File: config.mk
export PLATFORM = sky130hd
export DESIGN_NAME = vec_sequencer
export DESIGN_NICKNAME = d
export VERILOG_FILES = /design/src/rtl/vec_sequencer.sv
export SDC_FILE = /design/constraint.sdc
export NUM_CORES = 1
export LEC_CHECK = 0
export CORE_MARGIN = 2
export CORE_UTILIZATION = 40
export DETAILED_ROUTE_END_ITERATION = 16
export HOLD_SLACK_MARGIN = 0.05
export MAX_ROUTING_LAYER = met4
export PLACE_DENSITY = 0.71
export SYNTH_ARGS = -nofsm -noshare
export SYNTH_HDL_FRONTEND = slang
export SYNTH_SLANG_ARGS = --single-unit
File: constraint.sdc
create_clock -name clk -period 3.65 [get_ports clk]
set_input_delay 0.365 -clock clk [delete_from_list [all_inputs] [get_ports clk]]
set_output_delay 0.365 -clock clk [all_outputs]
set_load 0.02 [all_outputs]
File: src/rtl/vec_sequencer.sv
// Stimulus sequencer for the NOT/AND/OR/XOR + DFF test datapath: walks a
// deterministic vector set onto a/b/c/d, holds each for SETTLE edges, samples
// out1/out2 against a golden model and counts mismatching vectors.
// Ports: clk/rst (async active-high); start -> busy/done run handshake;
// a/b/c/d drive the datapath; out1/out2 are its outputs under test;
// vec_idx is the current/last vector; err_count saturates at 255.
// Optional feature macro: VEC_SEQ_STOP_ON_ERR_EN (stop the run at the first mismatch).
module vec_sequencer #(
    parameter int NUM_VECS = 16,
    parameter int SETTLE   = 2
) (
    input  logic       clk,
    input  logic       rst,
    input  logic       start,
    output logic       busy,
    output logic       done,
    output logic       a,
    output logic       b,
    output logic       c,
    output logic [7:0] d,
    input  logic       out1,
    input  logic       out2,
    output logic [7:0] vec_idx,
    output logic [7:0] err_count
);
    // Hold counter only needs to reach SETTLE-1.
    localparam int              HW        = (SETTLE > 1) ? $clog2(SETTLE) : 1;
    localparam logic [HW-1:0]   HOLD_INIT = HW'(SETTLE - 1);
    localparam logic [7:0]      LAST_IDX  = 8'(NUM_VECS - 1);
`ifdef VEC_SEQ_STOP_ON_ERR_EN
    localparam bit              STOP_ON_ERR = 1'b1;
`else
    localparam bit              STOP_ON_ERR = 1'b0;
`endif

    typedef enum logic [1:0] {
        IDLE   = 2'd0,
        APPLY  = 2'd1,
        SAMPLE = 2'd2,
        DONE   = 2'd3
    } state_t;

    state_t        state_q;
    logic [HW-1:0] hold_q;
    logic          busy_q;
    logic          done_q;
    logic          a_q;
    logic          b_q;
    logic          c_q;
    logic [7:0]    d_q;
    logic [7:0]    vec_idx_q;
    logic [7:0]    err_count_q;

    // Vector i packed as {a, b, c, d}.
    function automatic logic [10:0] vec_of(input logic [7:0] i);
        return {i[0], i[1], i[2], (i[3] ? 8'hFF : {4'h0, i[7:4]})};
    endfunction

    logic        gold_dff;
    logic        gold_exp1;
    logic        gold_exp2;
    logic        mismatch;
    logic [7:0]  idx_next_d;
    logic [10:0] vec_next_d;

    // Golden model evaluated on the vector currently held on the outputs.
    always_comb begin
        gold_dff   = (a_q & b_q) ^ (b_q | c_q);
        gold_exp1  = ~a_q & gold_dff;
        gold_exp2  = gold_dff ^ (&d_q);
        mismatch   = (out1 != gold_exp1) || (out2 != gold_exp2);
        idx_next_d = vec_idx_q + 8'd1;
        vec_next_d = vec_of(idx_next_d);
    end

    always_ff @(posedge clk or posedge rst) begin
        if (rst) begin
            state_q     <= IDLE;
            hold_q      <= '0;
            busy_q      <= 1'b0;
            done_q      <= 1'b0;
            a_q         <= 1'b0;
            b_q         <= 1'b0;
            c_q         <= 1'b0;
            d_q         <= 8'h00;
            vec_idx_q   <= 8'h00;
            err_count_q <= 8'h00;
        end else begin
            done_q <= 1'b0;
            case (state_q)
                IDLE: begin
                    if (start) begin
                        state_q               <= APPLY;
                        busy_q                <= 1'b1;
                        vec_idx_q             <= 8'h00;
                        err_count_q           <= 8'h00;
                        hold_q                <= HOLD_INIT;
                        {a_q, b_q, c_q, d_q}  <= vec_of(8'h00);
                    end
                end
                APPLY: begin
                    if (hold_q == '0) begin
                        state_q <= SAMPLE;
                    end else begin
                        hold_q <= hold_q - HW'(1);
                    end
                end
                SAMPLE: begin
                    // A vector counts once even if both outputs are wrong.
                    if (mismatch && (err_count_q != 8'hFF)) begin
                        err_count_q <= err_count_q + 8'd1;
                    end
                    if ((STOP_ON_ERR && mismatch) || (vec_idx_q == LAST_IDX)) begin
                        // vec_idx keeps the last (or failing) index.
                        state_q              <= DONE;
                        busy_q               <= 1'b0;
                        done_q               <= 1'b1;
                        {a_q, b_q, c_q, d_q} <= 11'd0;
                    end else begin
                        state_q              <= APPLY;
                        vec_idx_q            <= idx_next_d;
                        hold_q               <= HOLD_INIT;
                        {a_q, b_q, c_q, d_q} <= vec_next_d;
                    end
                end
                DONE: begin
                    state_q <= IDLE;
                end
                default: begin
                    state_q <= IDLE;
                end
            endcase
        end
    end

    assign busy      = busy_q;
    assign done      = done_q;
    assign a         = a_q;
    assign b         = b_q;
    assign c         = c_q;
    assign d         = d_q;
    assign vec_idx   = vec_idx_q;
    assign err_count = err_count_q;

endmodule

==> results of run 1 <==
cell usage after synthesis (all sizes together):
cell type / number / area share
dfrtp: 29 / 0.49
nand2: 16 / 0.040
o21ai: 16 / 0.054
nand3: 12 / 0.040
nor2: 11 / 0.028
a21o: 5 / 0.026
a21oi: 5 / 0.027
and3: 5 / 0.021
nor3: 4 / 0.021
xnor2: 4 / 0.024
and2: 3 / 0.014
buf: 3 / 0.015
inv: 3 / 0.0076
nand2b: 3 / 0.013
o31ai: 3 / 0.015
xor2: 3 / 0.018
a211o: 2 / 0.012
a22o: 2 / 0.012
ha: 2 / 0.017
mux2i: 2 / 0.013
nand4b: 2 / 0.012
nor4: 2 / 0.013
o211ai: 2 / 0.010
or3: 2 / 0.013
clkbuf: 1 / 0.0025
mux2: 1 / 0.010
nor2b: 1 / 0.0042
o211a: 1 / 0.0067
o21a: 1 / 0.0051
o21bai: 1 / 0.0051
o311ai: 1 / 0.0059
o31a: 1 / 0.0059
stage by stage:
stage | utilization | power (mW) | hold WS (ps) | std cells | area, sq um
detailed placement | 0.512 | 0.676 | 465 | 226 | 1850
global route | 0.541 | 1.04 | 505 | 233 | 1950
global placement | 0.512 | 0.662 | 466 | 226 | 1850
floorplan | - | 0.562 | 443 | 149 | 1480
CTS | 0.541 | 0.996 | 489 | 233 | 1950
finish | 0.541 | 0.988 | 486 | 233 | 1950
power by group through the flow:
stage	logic, mW	registers, mW	clock network [mW]
floorplan	0.105	0.457	0
finish	0.255	0.417	0.316
global route	0.274	0.426	0.341
global placement	0.246	0.416	0
CTS	0.256	0.417	0.324
detailed placement	0.255	0.422	0
tightest hold or removal path, cell delays in order, from the launching register on:
cell	delay, ps
dfrtp_1	340
nand2_1	50
nand2_1	60
worst min-delay path by stage:
| stage | from | endpoint | slack, ps | cells past startpoint |
|---|---|---|---|---|
| 2_1_floorplan | rst | a$_DFFE_PP0P_ | 440 | 1 |
| 3_3_place_gp | busy$_DFFE_PP0P_ | busy$_DFFE_PP0P_ | 470 | 2 |
| 3_5_place_dp | busy$_DFFE_PP0P_ | busy$_DFFE_PP0P_ | 460 | 2 |
| 4_1_cts | busy$_DFFE_PP0P_ | busy$_DFFE_PP0P_ | 490 | 2 |
| 5_1_grt | busy$_DFFE_PP0P_ | busy$_DFFE_PP0P_ | 510 | 2 |
| 6_report | busy$_DFFE_PP0P_ | busy$_DFFE_PP0P_ | 490 | 2 |
cells by family (layout without fill, tap and decap cells):
family	count (synthesis)	in the layout	synth area share
mux	3	3	0.0236
fa+ha+maj	2	2	0.0169
xor+xnor	7	7	0.0413
buf+inv	7	43	0.0253
compound gates	40	40	0.185
flops	29	29	0.489
simple gates	61	61	0.219
routing by layer:
| metal | up-vias | wire, um | share of wire | GRT usage |
|---|---|---|---|---|
| met4 | 0 | 87 | 0.025 | 0.0984 |
| met5 | - | 0 | 0 | - |
| met1 | 617 | 1610 | 0.47 | 0.241 |
| met3 | 11 | 174 | 0.051 | 0.0434 |
| met2 | 56 | 1570 | 0.46 | 0.274 |
| li1 | 611 | - | - | - |
flip-flops by register name (all words and copies together), names as in the netlist:
register   flops
b              1
done           1
vec_idx        8
state_q        2
d              5
hold_q         1
err_count      8
c              1
a              1
busy           1
final cells by class:
cell class / count / share of cell area
multi-input cells: 113 / 0.369
flip-flops and latches: 29 / 0.372
repair buffers: 33 / 0.169
well taps: 48 / 0.0308
clock buffers: 5 / 0.0353
inverters: 3 / 0.00577
clock inverters: 2 / 0.0179
==> flow_metrics.tcl, run 1 <==
set metrics [dict create \
    postSynthAreaPerCell_sq_um 9.96 \
    leakagePower_nw 0.827 \
    switching_share 0.303 \
    grt_pass1_vias 1194 \
    max_stage_delay_ps 460 \
    reg2reg_slack_ps 1570 \
    hp-class "reg -> reg" \
    cp_num_cells 7 \
    startpoint "vec_idx[0]$_DFFE_PP0P_" \
    multi_input_area_sq_um 721 \
    grt_first_pass_wirelength_um 5750 \
    slew_headroom 0.288 \
    mostFrequentLayoutCells "clkdlybuf4s50_1 (33), dfrtp_1 (29), nand2_1 (16), o21ai_0 (16), nand3_1 (12)" \
    clk_pin_slew_worst_paths_ps 60 \
    dpl_worst_slack_ps 1520 \
    postRouteAntennaNets 0 \
    regArea_sq_um 726 \
    rows 22 \
    die-area_sq_um 4210 \
    cp-start-kind "register" \
    start_util 0.412 \
    die-width_um 64.9 \
    power.internal_mw 0.689 \
    p_comb_frac 0.258 \
    initialDrtViolationCount 72 \
    layout_commonest_cell "clkdlybuf4s50_1" \
    skew_ps 9.72 \
    drt-wirelength-per-cell_um 14.7 \
    coreArea_sq_um 3610 \
    ys_seq_area_frac 0.489 \
    share_seq_of_total_power 0.422 \
    grt.overflow.total 0 \
    insertion_delay_ps 280 \
    worst_pin_slew_ps 1070 \
    fin_crit_ps 2080 \
    critPathTopFamily "simple AND/OR/NAND/NOR gates" \
    syn_area_sq_um 1480 \
    cts_tree "yes" \
    clock_path_buffers 2 \
    die_h_um 64.9 \
    io_pins 34 \
    crit_buf_inv 0 \
    ys_seq_elements 29 \
    hold_viol 0 \
    endpoint "vec_idx[2]$_DFFE_PP0P_" \
    nets 192 \
    routabilityCongestion 0.907 \
    port_buffers 33 \
    r2r_cells 7 \
    ys_warn_count 0 \
    fill_cells 328 \
    worst-path-max-fanout 7 \
    areaGrowthSynthToFinish_pct 31.5 \
    ys_types 39 \
    antennaDiodeCount 0 \
    cts_sinks 29 \
    r2r_start "vec_idx[0]$_DFFE_PP0P_" \
    cts_resized 0 \
    drive_gt1_frac 0.0865 \
    setup_tns_ps 0 \
    status "finished clean" \
    cts_max_level 2 \
    slew_viol_final 0 \
    globalRouteTotalUtil 0.187 \
    drc_errors 0 \
    clockPowerShare 0.320 \
    ir_drop_mv 0.228 \
    grt_max_degree 30 \
    vias 1295 \
    crit_slowest_cell "dfrtp_1" \
    max_clock_freq_mhz 480 \
    end_kind "register" \
    r2r-end "vec_idx[2]$_DFFE_PP0P_" \
    power.density_nw_per_um2 506 \
    setup_viol 0 \
    cp.arrival_ps 2270 \
    post_cts_buffers 0 \
    crit_chain "ha_1, nand4b_1, nor4_1, nor2_1, nor2_1, o21ai_0, o21ai_0" \
    firstDrtPassIters 6 \
    antenna_found_initial 0 \
    synthCells 149 \
    post-route-period-util 0.571 \
    cts_buffers 5 \
    cts-root-buf "clkbuf_8" \
    crit_type "reg -> reg" \
    drt-total-wl_um 3440 \
    power_switching_mw 0.299 \
    rsz0062_at_grt "no" \
    cap_violations 0 \
    worstPathRequired_ps 3830 \
    via_per_inst 5.56 \
    syn-num-nets 156 \
    fin_ws_ps 1570 \
    dp_hpwl_um 2420 \
    cts_hold_buf 0 \
]
Power figures use the tool's default switching activity.
==> run 2, diff against run 1 <==
- PLACE_DENSITY: 0.71 -> 0.74
- clock period: 3.65 -> 1.8 ns (I/O delays scaled with it)
==> flow_metrics.tcl, run 2 (same netlist as run 1, synthesis figures left out) <==
set metrics [dict create \
    status "complete, but fails checks" \
    violations "setup timing" \
    hold_viol 0 \
    cts-root-buf "clkbuf_8" \
    max_stage_delay_ps 430 \
    cp-start-kind "register" \
    share_seq_of_total_power 0.417 \
    crit_type "reg -> reg" \
    fin_crit_ps 1850 \
    dr_wl_met2_um 1940 \
    die-area_sq_um 4210 \
    worstPathRequired_ps 1960 \
    setup_viol 5 \
    initialDrtViolationCount 99 \
    power_switching_mw 0.616 \
    post-route-period-util 1.03 \
    grt_pass1_vias 1410 \
    vias 1403 \
    regArea_sq_um 729 \
    die-width_um 64.9 \
    routabilityCongestion 0.916 \
    worst-path-max-fanout 8 \
    layout_commonest_cell "clkdlybuf4s50_1" \
    power.density_nw_per_um2 908 \
    drive_gt1_frac 0.246 \
    end_kind "register" \
    leakagePower_nw 0.952 \
    rsz0062_at_grt "yes" \
    clk_pin_slew_worst_paths_ps 60 \
    grt_max_degree 30 \
    switching_share 0.309 \
    mostFrequentLayoutCells "clkdlybuf4s50_1 (33), dfrtp_1 (26), buf_4 (24), nand2_1 (16), o21ai_0 (14)" \
    nets 217 \
    drt-wirelength-per-cell_um 15.0 \
    io_pins 34 \
    fill_cells 296 \
    areaGrowthSynthToFinish_pct 47.9 \
    hold_ws_ps 278 \
    cap_violations 0 \
    cp.arrival_ps 2010 \
    max_clock_freq_mhz 541 \
    p_comb_frac 0.292 \
    dpl_worst_slack_ps -183 \
    skew_ps 5.23 \
    setup_tns_ps -126 \
    cts_buffers 5 \
    grt.overflow.total 0 \
    fin_ws_ps -50.1 \
    globalRouteTotalUtil 0.212 \
    cts_tree "yes" \
    crit_chain "and2_4, o21a_4, o211a_4, nor3_4, nor2_2, mux2_4" \
    dp_hpwl_um 2840 \
    crit_slowest_cell "dfrtp_2" \
    cts_max_level 2 \
    wl_met3_um 193 \
    coreArea_sq_um 3610 \
    power.internal_mw 1.38 \
    antennaDiodeCount 0 \
    port_buffers 33 \
    postRouteAntennaNets 0 \
    antenna_found_initial 0 \
    slew_viol_final 0 \
    rows 22 \
    slew_headroom 0.730 \
    wl_met1_um 1700 \
    grt_first_pass_wirelength_um 6630 \
    clock_path_buffers 2 \
    clockPowerShare 0.290 \
    hp-class "in -> async" \
    worst_pin_slew_ps 404 \
    routed.top_layer "met4" \
    insertion_delay_ps 270 \
    via_per_inst 5.42 \
    drt-total-wl_um 3880 \
    drc_errors 0 \
    start_util 0.412 \
    ir_drop_mv 0.556 \
    die_h_um 64.9 \
    firstDrtPassIters 5 \
    cts_sinks 29 \
    multi_input_area_sq_um 771 \
    p_total_mw 1.99 \
]
==> run 2: cell count changes in the layout (fill, tap and decap cells not counted), moves of 3 or more <==
cell and change:
buf_4 +24, dfrtp_1 -3, dfrtp_2 +3, nor2_1 -3, nor2_2 +3
==> run 2: worst paths after layout <==
kind,from,end,slack (ps),cells after the start
setup / recovery,b$_DFFE_PP0P_,err_count[0]$_DFFE_PP0P_,-50,6
hold / removal,rst,err_count[3]$_DFFE_PP0P_,280,3
setup reg to reg,b$_DFFE_PP0P_,err_count[0]$_DFFE_PP0P_,-50,6
hold reg to reg,d[1]$_DFFE_PP0P_,d[1]$_DFFE_PP0P_,490,1
max in group asynchronous,rst,a$_DFFE_PP0P_,1220,3
min in group clk,d[1]$_DFFE_PP0P_,d[1]$_DFFE_PP0P_,490,1
==> run 2: cell type report <==
| type | instances | share of cell area |
|---|---|---|
| Clock buffer | 7 | 0.0439 |
| Sequential cell | 29 | 0.332 |
| Clock inverter | 1 | 0.00228 |
| Inverter | 3 | 0.00513 |
| Tap cell | 48 | 0.0274 |
| Timing Repair Buffer | 58 | 0.238 |
| Multi-Input combinational cell | 113 | 0.351 |
==> run 2: timing repair <==
item / CTS / global route
resized for setup: 3 / 8
pin swaps: 2 / 7
hold buffers: 0 / 0
hold endpoints to repair: 0 / 0
setup endpoints to repair: 5 / 15
buffers inserted: 1 / 3
==> run 2: power by group through the flow <==
stage	Sequential (mW)	Combinational, mW	Clock [mW]
6_report	0.832	0.583	0.579
5_1_grt	0.848	0.632	0.635
4_1_cts	0.829	0.580	0.596
3_5_place_dp	0.840	0.572	0
3_3_place_gp	0.837	0.556	0
2_1_floorplan	0.928	0.213	0
==> run 2: metrics by stage <==
stage | instances | area [sq um] | util
floorplan | 149 | 1500 | -
global placement | 247 | 2020 | 0.561
detailed placement | 247 | 2020 | 0.561
CTS | 256 | 2140 | 0.594
global route | 259 | 2190 | 0.609
finish | 259 | 2190 | 0.609
==> run 2: worst max-delay path: cells and delay by family (launching register included) <==
| kind | cells | cell delay (ps) |
|---|---|---|
| AOI/OAI and AO/OA | 2 | 450 |
| DFF | 1 | 430 |
| muxes | 1 | 270 |
| and+or+nand+nor | 3 | 590 |
==> run 2: metal layers <==
layer / GRT usage / vias to the layer above
met3: 0.0486 / 6
met2: 0.335 / 52
met4: 0.0718 / 0
li1: - / 659
met1: 0.270 / 686
met5: - / -
